**src/rtl/fetch_pkg.sv**
```systemverilog
// Shared types and helpers for the fetch-to-decode instruction queue.
// Latency: n/a (types, constants and a pure function only).
// Backpressure: n/a.
//
// Contents: fetch_entry_t (one buffered word), INSTR_LEN_32 (low-bit pattern
// of a 32-bit RISC-V encoding) and is_illegal(), which flags non-32-bit encodings.
package fetch_pkg;

    // Datapath width of PC and instruction fields.
    localparam int FQ_BITS = 32;

    // instr[1:0] of every 32-bit RV instruction.
    localparam logic [1:0] INSTR_LEN_32 = 2'b11;

    typedef struct packed {
        logic [FQ_BITS-1:0] pc;
        logic [FQ_BITS-1:0] instr;
        logic               illegal;
    } fetch_entry_t;

    localparam int ENTRY_W = $bits(fetch_entry_t);

    function automatic logic is_illegal(input logic [FQ_BITS-1:0] instr);
        return (instr[1:0] != INSTR_LEN_32);
    endfunction

endpackage

```
**src/rtl/fetch_queue_mem.sv**
```systemverilog
// Entry storage for fetch_queue: DEPTH x fetch_entry_t register file.
// Latency: write visible after the clock edge; read is combinational.
// Backpressure: none, the caller gates i_we.
//
// Ports: clk, reset_n (async, active-low, clears every entry),
//        i_we / i_waddr / i_wdata write port, i_raddr / o_rdata read port.
module fetch_queue_mem
    import fetch_pkg::*;
#(
    parameter int DEPTH = 4,
    parameter int PTR_W = $clog2(DEPTH)
) (
    input  logic               clk,
    input  logic               reset_n,
    input  logic               i_we,
    input  logic [PTR_W-1:0]   i_waddr,
    input  logic [ENTRY_W-1:0] i_wdata,
    input  logic [PTR_W-1:0]   i_raddr,
    output logic [ENTRY_W-1:0] o_rdata
);

    fetch_entry_t r_mem [DEPTH];

    always_ff @(posedge clk or negedge reset_n) begin
        if (!reset_n) begin
            for (int i = 0; i < DEPTH; i++) begin
                r_mem[i] <= '0;
            end
        end else if (i_we) begin
            r_mem[i_waddr] <= fetch_entry_t'(i_wdata);
        end
    end

    assign o_rdata = r_mem[i_raddr];

endmodule

```
**src/rtl/fetch_queue.sv**
```systemverilog
// In-order instruction buffer between fetch and decode; flushes on redirect.
// Latency: 1 cycle push-to-head (0 cycles via bypass when FETCH_QUEUE_BYPASS_EN is defined).
// Backpressure: in_ready drops only when full, independent of out_ready; out_ready ignored when empty.
//
// Ports: clk, reset_n (async, active-low), flush (drop everything, beats push/pop),
//        in_valid/in_ready/in_pc/in_instr (from fetch),
//        out_valid/out_ready/out_pc/out_instr/out_illegal (to decode), count (occupancy).
// Optional feature macro: FETCH_QUEUE_BYPASS_EN (empty-queue combinational bypass).
module fetch_queue
    import fetch_pkg::*;
#(
    parameter int bits  = FQ_BITS,
    parameter int DEPTH = 4
) (
    input  logic                     clk,
    input  logic                     reset_n,
    input  logic                     flush,
    input  logic                     in_valid,
    output logic                     in_ready,
    input  logic [bits-1:0]          in_pc,
    input  logic [bits-1:0]          in_instr,
    output logic                     out_valid,
    input  logic                     out_ready,
    output logic [bits-1:0]          out_pc,
    output logic [bits-1:0]          out_instr,
    output logic                     out_illegal,
    output logic [$clog2(DEPTH):0]   count
);

    localparam int PTR_W = $clog2(DEPTH);
    localparam int CNT_W = PTR_W + 1;
    localparam logic [CNT_W-1:0] FULL_CNT = CNT_W'(DEPTH);

    logic [PTR_W-1:0] r_wr_ptr;
    logic [PTR_W-1:0] r_rd_ptr;
    logic [CNT_W-1:0] r_count;

    fetch_entry_t     w_wr_entry;
    logic [ENTRY_W-1:0] w_rd_raw;
    fetch_entry_t     w_rd_entry;
    logic             w_empty;
    logic             w_push;
    logic             w_pop;
    logic             w_bypass;

    assign w_empty          = (r_count == '0);
    assign w_wr_entry.pc    = in_pc;
    assign w_wr_entry.instr = in_instr;
    assign w_wr_entry.illegal = is_illegal(in_instr);
    assign w_rd_entry       = fetch_entry_t'(w_rd_raw);

    // in_ready looks only at occupancy so a full queue never accepts, even
    // when decode drains the head in the same cycle.
    assign in_ready = (r_count != FULL_CNT);

`ifdef FETCH_QUEUE_BYPASS_EN
    // Empty queue: hand the incoming word straight to decode. If decode takes
    // it this cycle it is never written; otherwise it is stored as usual.
    assign w_bypass    = w_empty && in_valid && !flush;
    assign out_valid   = !w_empty || w_bypass;
    assign out_pc      = w_bypass ? in_pc    : w_rd_entry.pc;
    assign out_instr   = w_bypass ? in_instr : w_rd_entry.instr;
    assign out_illegal = w_bypass ? w_wr_entry.illegal : w_rd_entry.illegal;
    assign w_push      = in_valid && in_ready && !flush && !(w_bypass && out_ready);
    // A bypass consume leaves storage untouched, so it is not a pop.
    assign w_pop       = !w_empty && out_ready && !flush;
`else
    assign w_bypass    = 1'b0;
    assign out_valid   = !w_empty;
    assign out_pc      = w_rd_entry.pc;
    assign out_instr   = w_rd_entry.instr;
    assign out_illegal = w_rd_entry.illegal;
    assign w_push      = in_valid && in_ready && !flush;
    assign w_pop       = out_valid && out_ready && !flush;
`endif

    assign count = r_count;

    // Pointers wrap naturally because DEPTH is a power of two.
    always_ff @(posedge clk or negedge reset_n) begin
        if (!reset_n) begin
            r_wr_ptr <= '0;
            r_rd_ptr <= '0;
            r_count  <= '0;
        end else if (flush) begin
            r_wr_ptr <= '0;
            r_rd_ptr <= '0;
            r_count  <= '0;
        end else begin
            if (w_push) begin
                r_wr_ptr <= r_wr_ptr + PTR_W'(1);
            end
            if (w_pop) begin
                r_rd_ptr <= r_rd_ptr + PTR_W'(1);
            end
            if (w_push && !w_pop) begin
                r_count <= r_count + CNT_W'(1);
            end else if (w_pop && !w_push) begin
                r_count <= r_count - CNT_W'(1);
            end
        end
    end

    fetch_queue_mem #(
        .DEPTH (DEPTH),
        .PTR_W (PTR_W)
    ) u_mem (
        .clk     (clk),
        .reset_n (reset_n),
        .i_we    (w_push),
        .i_waddr (r_wr_ptr),
        .i_wdata (w_wr_entry),
        .i_raddr (r_rd_ptr),
        .o_rdata (w_rd_raw)
    );

endmodule

```
**config.mk**
```make
export PLATFORM = sky130hd
export DESIGN_NAME = fetch_queue
export DESIGN_NICKNAME = d
export VERILOG_FILES = /design/src/rtl/fetch_pkg.sv /design/src/rtl/fetch_queue_mem.sv /design/src/rtl/fetch_queue.sv
export SDC_FILE = /design/constraint.sdc
export NUM_CORES = 1
export LEC_CHECK = 0
export ABC_AREA = 1
export CAP_MARGIN = 20
export CORE_AREA = 8 8 189 191
export DETAILED_ROUTE_END_ITERATION = 7
export DIE_AREA = 0 0 197 199
export DONT_BUFFER_PORTS = 1
export HOLD_SLACK_MARGIN = 0.03
export PLACE_DENSITY = 0.63
export REMOVE_ABC_BUFFERS = 1
export SLEW_MARGIN = 10
export SYNTH_ARGS = -nofsm -noshare
export SYNTH_HDL_FRONTEND = slang
export SYNTH_HIERARCHICAL = 1
export SYNTH_SLANG_ARGS = --single-unit
```
**constraint.sdc**
```tcl
create_clock -name clk -period 3.49 [get_ports clk]
set_clock_uncertainty 0.2 [all_clocks]
set_input_delay 0.698 -clock clk [delete_from_list [all_inputs] [get_ports clk]]
set_output_delay 0.698 -clock clk [all_outputs]
set_load 0.02 [all_outputs]
```
==> After elaboration in Yosys (flattened, before gate mapping) <==
Cells that the tools add are included.
{ "word_totals": {"ff_bits": 267, "inputBits": 69, "out_inout_bits": 70} }
{ "op_classes": {"n_addsub": 4, "n_lt_le_gt_ge": 3, "eq_ne": 2, "muxes": 13, "n_bitwise": 2, "n_reduce_logical": 15} }
{ "ops": {"columns": ["op", "n"], "rows": [
  ["bitwise mux 260 bit", 1],
  ["2-to-1 mux 65 bit", 3],
  ["binary-select mux 65 bit (select 2 bit)", 1],
  ["demux 65 bit (select 2 bit)", 1],
  ["2-to-1 mux 3 bit", 3],
  ["2-to-1 mux 2 bit", 4],
  ["logical AND 1 bit", 7],
  ["greater-or-equal comparator 3 bit, second input constant", 2],
  ["NOT 2 -> 3 bit", 2],
  ["adder 2 x 1 -> 2 bit, second input constant", 2],
  ["zero test 1 bit", 4],
  ["nonzero test 2 bit", 2],
  ["adder 3 x 1 -> 3 bit, second input constant", 1],
  ["zero test 3 bit", 1],
  ["less-than comparator 3 x 1 -> 1 bit, second input constant", 1],
  ["inequality test 3 bit, second input constant", 1],
  ["nonzero test 3 bit", 1],
  ["subtractor 3 x 1 -> 3 bit, second input constant", 1],
  ["inequality test 2 bit, second input constant", 1]
]} }

==> Longest topological paths before layout <==
{ "depth": {"depth_word": 8, "ltp_mapped": 11, "ltp_nobuf": 11} }

==> Cells and area by module <==
The synthesis kept the hierarchy.
{ "modules_own_cells": {"columns": ["module", "n_inst", "cells_per_inst", "area_each_um2", "seq_area_each_um2"], "rows": [
  ["fetch_queue_mem", 1, 1899, 13445.4, 6506.2],
  ["fetch_queue", 1, 56, 452.9, 175.2]
]} }

==> Worst setup path after synthesis <==
No wires, ideal clock.
{ "synth_path": {"kind": "register to register", "start": "reg r_count[2] (netlist: count[2])", "end": "reg r_count[2] (netlist: count[2])", "setup_ns": 0.115, "t_arrival_ns": 1.815, "setup_slack_ns": 1.361, "path_stages_with_launch": 12, "path_buffers": 0, "period_less_slack_ns": 2.129, "cell_sequence": "dfrtp_1 inv_2 nand2_2 nand2_2 nand3_1 inv_1 fa_1 xor2_1 nand2_1 nand2_2 nor2_2 nor2_1"} }
{ "synth_via": {"elab_chain_len": 8, "word_cells_on_any_way": 17, "cone_classes": "2 x add/sub; 1 x eq/ne; 3 x mux; 11 x reduce/logical"} }
{ "synth_rtl": {"columns": ["element", "line_no", "rtl"], "rows": [
  ["start, declared", "fetch_queue.sv:36", "logic [CNT_W-1:0] r_count;"],
  ["start signal, assigned", "fetch_queue.sv:97", "r_count <= r_count + CNT_W'(1);"],
  ["start signal, assigned", "fetch_queue.sv:99", "r_count <= r_count - CNT_W'(1);"],
  ["zero test 3 bit (*)", "fetch_queue.sv:46", "assign w_empty = (r_count == '0);"],
  ["zero test 1 bit (*)", "fetch_queue.sv:69", "assign out_valid = !w_empty;"],
  ["via out_valid", "fetch_queue.sv:22", "output logic out_valid,"],
  ["logical AND 1 bit (*) (2 in a row)", "fetch_queue.sv:74", "assign w_pop = out_valid && out_ready && !flush;"],
  ["zero test 1 bit", "fetch_queue.sv:96", "if (w_push && !w_pop) begin"],
  ["logical AND 1 bit", "fetch_queue.sv:96", null],
  ["2-to-1 mux 3 bit", "fetch_queue.sv:96", null],
  ["2-to-1 mux 3 bit", "fetch_queue.sv:85", "end else if (flush) begin"]
]} }
The timed path passes the listed nets; every way through them passes the cells marked *. The select of a mux whose other input is x is not followed.
A chain may end at the register's enable or synchronous reset.

==> Final worst setup path <==
{ "layout_path": {"start": "reg r_rd_ptr[0]", "end": "out out_pc[10]"} }
{ "layout_via": {"elab_chain_len": 4} }
{ "layout_rtl": {"columns": ["element", "line_no", "rtl"], "rows": [
  ["start, declared", "fetch_queue.sv:35", "logic [PTR_W-1:0] r_rd_ptr;"],
  ["start signal, assigned", "fetch_queue.sv:94", "r_rd_ptr <= r_rd_ptr + PTR_W'(1);"],
  ["NOT 2 -> 3 bit (implied by the code)", "fetch_queue_mem.sv:34", "assign o_rdata = r_mem[i_raddr];"],
  ["binary-select mux 65 bit (select 2 bit)", "fetch_queue_mem.sv:34", null],
  ["2-to-1 mux 65 bit (implied by the code) (2 in a row)", "fetch_queue_mem.sv:34", null],
  ["end, declared", "fetch_queue.sv:24", "output logic [bits-1:0] out_pc,"]
]} }
No other way between the ends. The select of a mux whose other input is x is not followed.

==> impl_metrics.csv <==
group,metric,value,unit
place,dp_hpwl,21300,um
setup_path,reg2reg_depth,8,
yosys,syn_avg_cell_area,7.11,sq um
clock_tree,cts_tree,"done",
timing,rsz0062_at_grt,"false",
global_routing,grt_pass1_wl,64100,um
yosys,synth_cell_type_count,22,
power_and_ir_drop,ir_drop,0.000516,V
timing,fin_crit_sh,90.6,%
finish,multi_input_area,5360,sq um
clock_tree,path_clk_slew,60,ps
yosys,synth-xor-area-share,0.0630,%
global_routing,grt_util_all_layers,20.1,%
yosys,yosysWarnings,6,
outcome,status,"finished, violations left",
worst_hold_path,hold_path.class,"in2async",
outcome,violations,"negative hold slack",
timing,fin_ws,328,ps
die,die_area,39200,sq um
place,portBuffers,0,
die,die-width,197,um
clock_tree,numCtsBuffers,30,
timing,fmax,316,MHz
yosys,synth_top_family_by_area,"simple AND/OR/NAND/NOR gates",
setup_path,timing.rr.end,"u_mem/r_mem[33]",
die,initial_core_util,42.3,%
power_and_ir_drop,power,14.3,mW
drt,drc_errors,0,
clock_tree,cts_sinks,267,
finish,ff_latch_area,6690,sq um
place,post-place-ws,904,ps
clock_tree,clockBufferDepth,3,
global_routing,grt-ovfl-total,0,
setup_path,cp-startpoint,"r_rd_ptr[0]",
place,dp_cells,2289,
finish,fin_nets,1943,
setup_path,cp.arrival,2260,ps
setup_path,crit_path_max_fanout,68,
finish,area.growth.synth_to_final,10.1,%
timing,whs,-358,ps
drt,wl,39600,um
finish,fillCellCount,3338,
timing,tns,0,ps
global_routing,grt_max_degree,268,
job,maxCapViolCount,0,
yosys,synthMuxAreaShare,0,%
drt,dr.pass1.iters,5,
drt,vias,11900,
drt,ant_nets,0,
setup_path,critPathLaunchType,"register",
place,gp_congestion,0.784,
die,rows,67,
timing,finalHoldViolCount,267,
drt,vias_per_cell,5.08,
timing,slew_violations,0,
finish,antenna_cells,0,
yosys,syn-cell-area,13900,sq um
finish,drive_above_1_share,5.17,%
yosys,synthSimpleGateAreaFrac,35.1,%
finish,finalInstanceArea,15300,sq um
place,place_area,14100,sq um
setup_path,r2r_slack,920,ps
timing,max_slew_margin,30.5,%
finish,final_core_util,46.6,%
clock_tree,htreeDepth,1,
global_routing,antenna_found_initial,0,
timing,finalSetupViolCount,0,
setup_path,crit_end,"out_pc[10]",
clock_tree,clkLatencyLatePin,550,ps
setup_path,r2r-start,"count[0]",
finish,fin_cells,2344,
yosys,synth-adder-area-share,0.144,%
die,ioPinCount,139,
global_routing,grt_pass1_vias,11300,
timing,layout_min_cycle_time,3160,ps
clock_tree,cts_resized,0,
setup_path,cp-end-kind,"primary output",
yosys,syn_inst,1955,
setup_path,worstSetupPathType,"reg2out",
yosys,synth_compound_area_share,2.88,%
yosys,synth-seq-cells,267,
power_and_ir_drop,power_leakage,8.50,nW
power_and_ir_drop,power_density,936,nW/um^2
yosys,yosysSeqAreaShare,48.1,%
clock_tree,cts_setup_buffers,0,
die,die_y,199,um
die,core-area,32900,sq um
clock_tree,cts.root.buffer_cell,"clkbuf_16",
drt,drt_iter0_drc,1060,
setup_path,required,2590,ps
drt,avgRoutedWirePerCell,16.9,um
timing,worst_slew_pin_slew,1040,ps
[state kept, by name (all words and copies together), names as in the netlist]
signal,count
count,3
r_rd_ptr,2
r_wr_ptr,2
u_mem/r_mem,260
[power by group]
| group | switching (mW) | internal, mW | total [mW] | leakage, nW |
|---|---|---|---|---|
| logic | 3.60 | 1.52 | 5.12 | 4.50 |
| registers | 0.942 | 4.53 | 5.47 | 3.42 |
| clock network | 1.30 | 2.43 | 3.74 | 0.580 |
| total | 5.85 | 8.48 | 14.3 | 8.50 |
[routing by layer]
layer | wire length, um | track usage (%) | vias to the layer above
met1 | 18300 | 28.5 | 5719
met3 | 2500 | 3.42 | 45
li1 | - | - | 5834
met2 | 18300 | 32.0 | 315
met5 | 0 | 0 | -
met4 | 607 | 4.37 | 0
[synth_stat cells, drive strengths merged]
cell | number | area (sq um)
o21ai | 69 | 345
inv | 338 | 1270
a21oi | 5 | 36.3
nand4 | 130 | 813
clkbuf | 31 | 116
nand2 | 799 | 3020
fa | 1 | 20.0
buf | 104 | 523
a21boi | 1 | 18.8
dfrtp | 267 | 6680
xor2 | 1 | 8.76
nor2 | 9 | 46.3
nand3 | 200 | 1000
[worst min path at each step]
stage,cells past startpoint,slack (ps),from,end
6_report,0,-360,reset_n,u_mem/r_mem[64]
5_1_grt,0,-380,reset_n,u_mem/r_mem[64]
4_1_cts,0,-380,reset_n,u_mem/r_mem[64]
3_5_place_dp,0,210,reset_n,u_mem/r_mem[64]
3_3_place_gp,0,210,reset_n,u_mem/r_mem[64]
2_1_floorplan,0,200,reset_n,count[0]
[placed cells by master (no fill, tap or decap), types with 2 or more instances in the layout]
cell,count
nand2_1,792
inv_1,332
dfrtp_1,263
nand3_1,197
nand4_1,130
o21ai_1,65
clkbuf_16,31
buf_4,14
bufinv_16,10
buf_12,7
nand2_2,6
clkinv_2,6
nor2_1,5
inv_2,4
o21ai_0,4
a21oi_1,4
clkbuf_1,4
clkbuf_8,4
dfrtp_4,3
nand3_4,3
nor2_4,2
nor2_2,2
[area by class of cell]
type | instances | share of cell area, %
repair buffers | 21 | 1.60
flip-flops and latches | 267 | 43.7
multi-input cells | 1215 | 35.0
inverters | 338 | 8.34
well taps | 448 | 3.66
clock inverters | 16 | 2.16
clock buffers | 39 | 5.53
[worst max-delay path, cell delays in order (launching register included)]
cell	delay (ps)
dfrtp_4	810
inv_4	90
buf_12	240
nand2_1	100
nand3_1	170
nand2_1	260
[kinds of logic (layout without fill, tap and decap cells)]
kind of cell,count (synthesis),in the layout
AOI/OAI and AO/OA,75,75
buffers and inverters,473,414
adders and majority gates,1,1
and+or+nand+nor,1138,1138
DFF,267,267
xor gates and xnor gates,1,1
No activity file was read; power rests on OpenSTA's default activity.
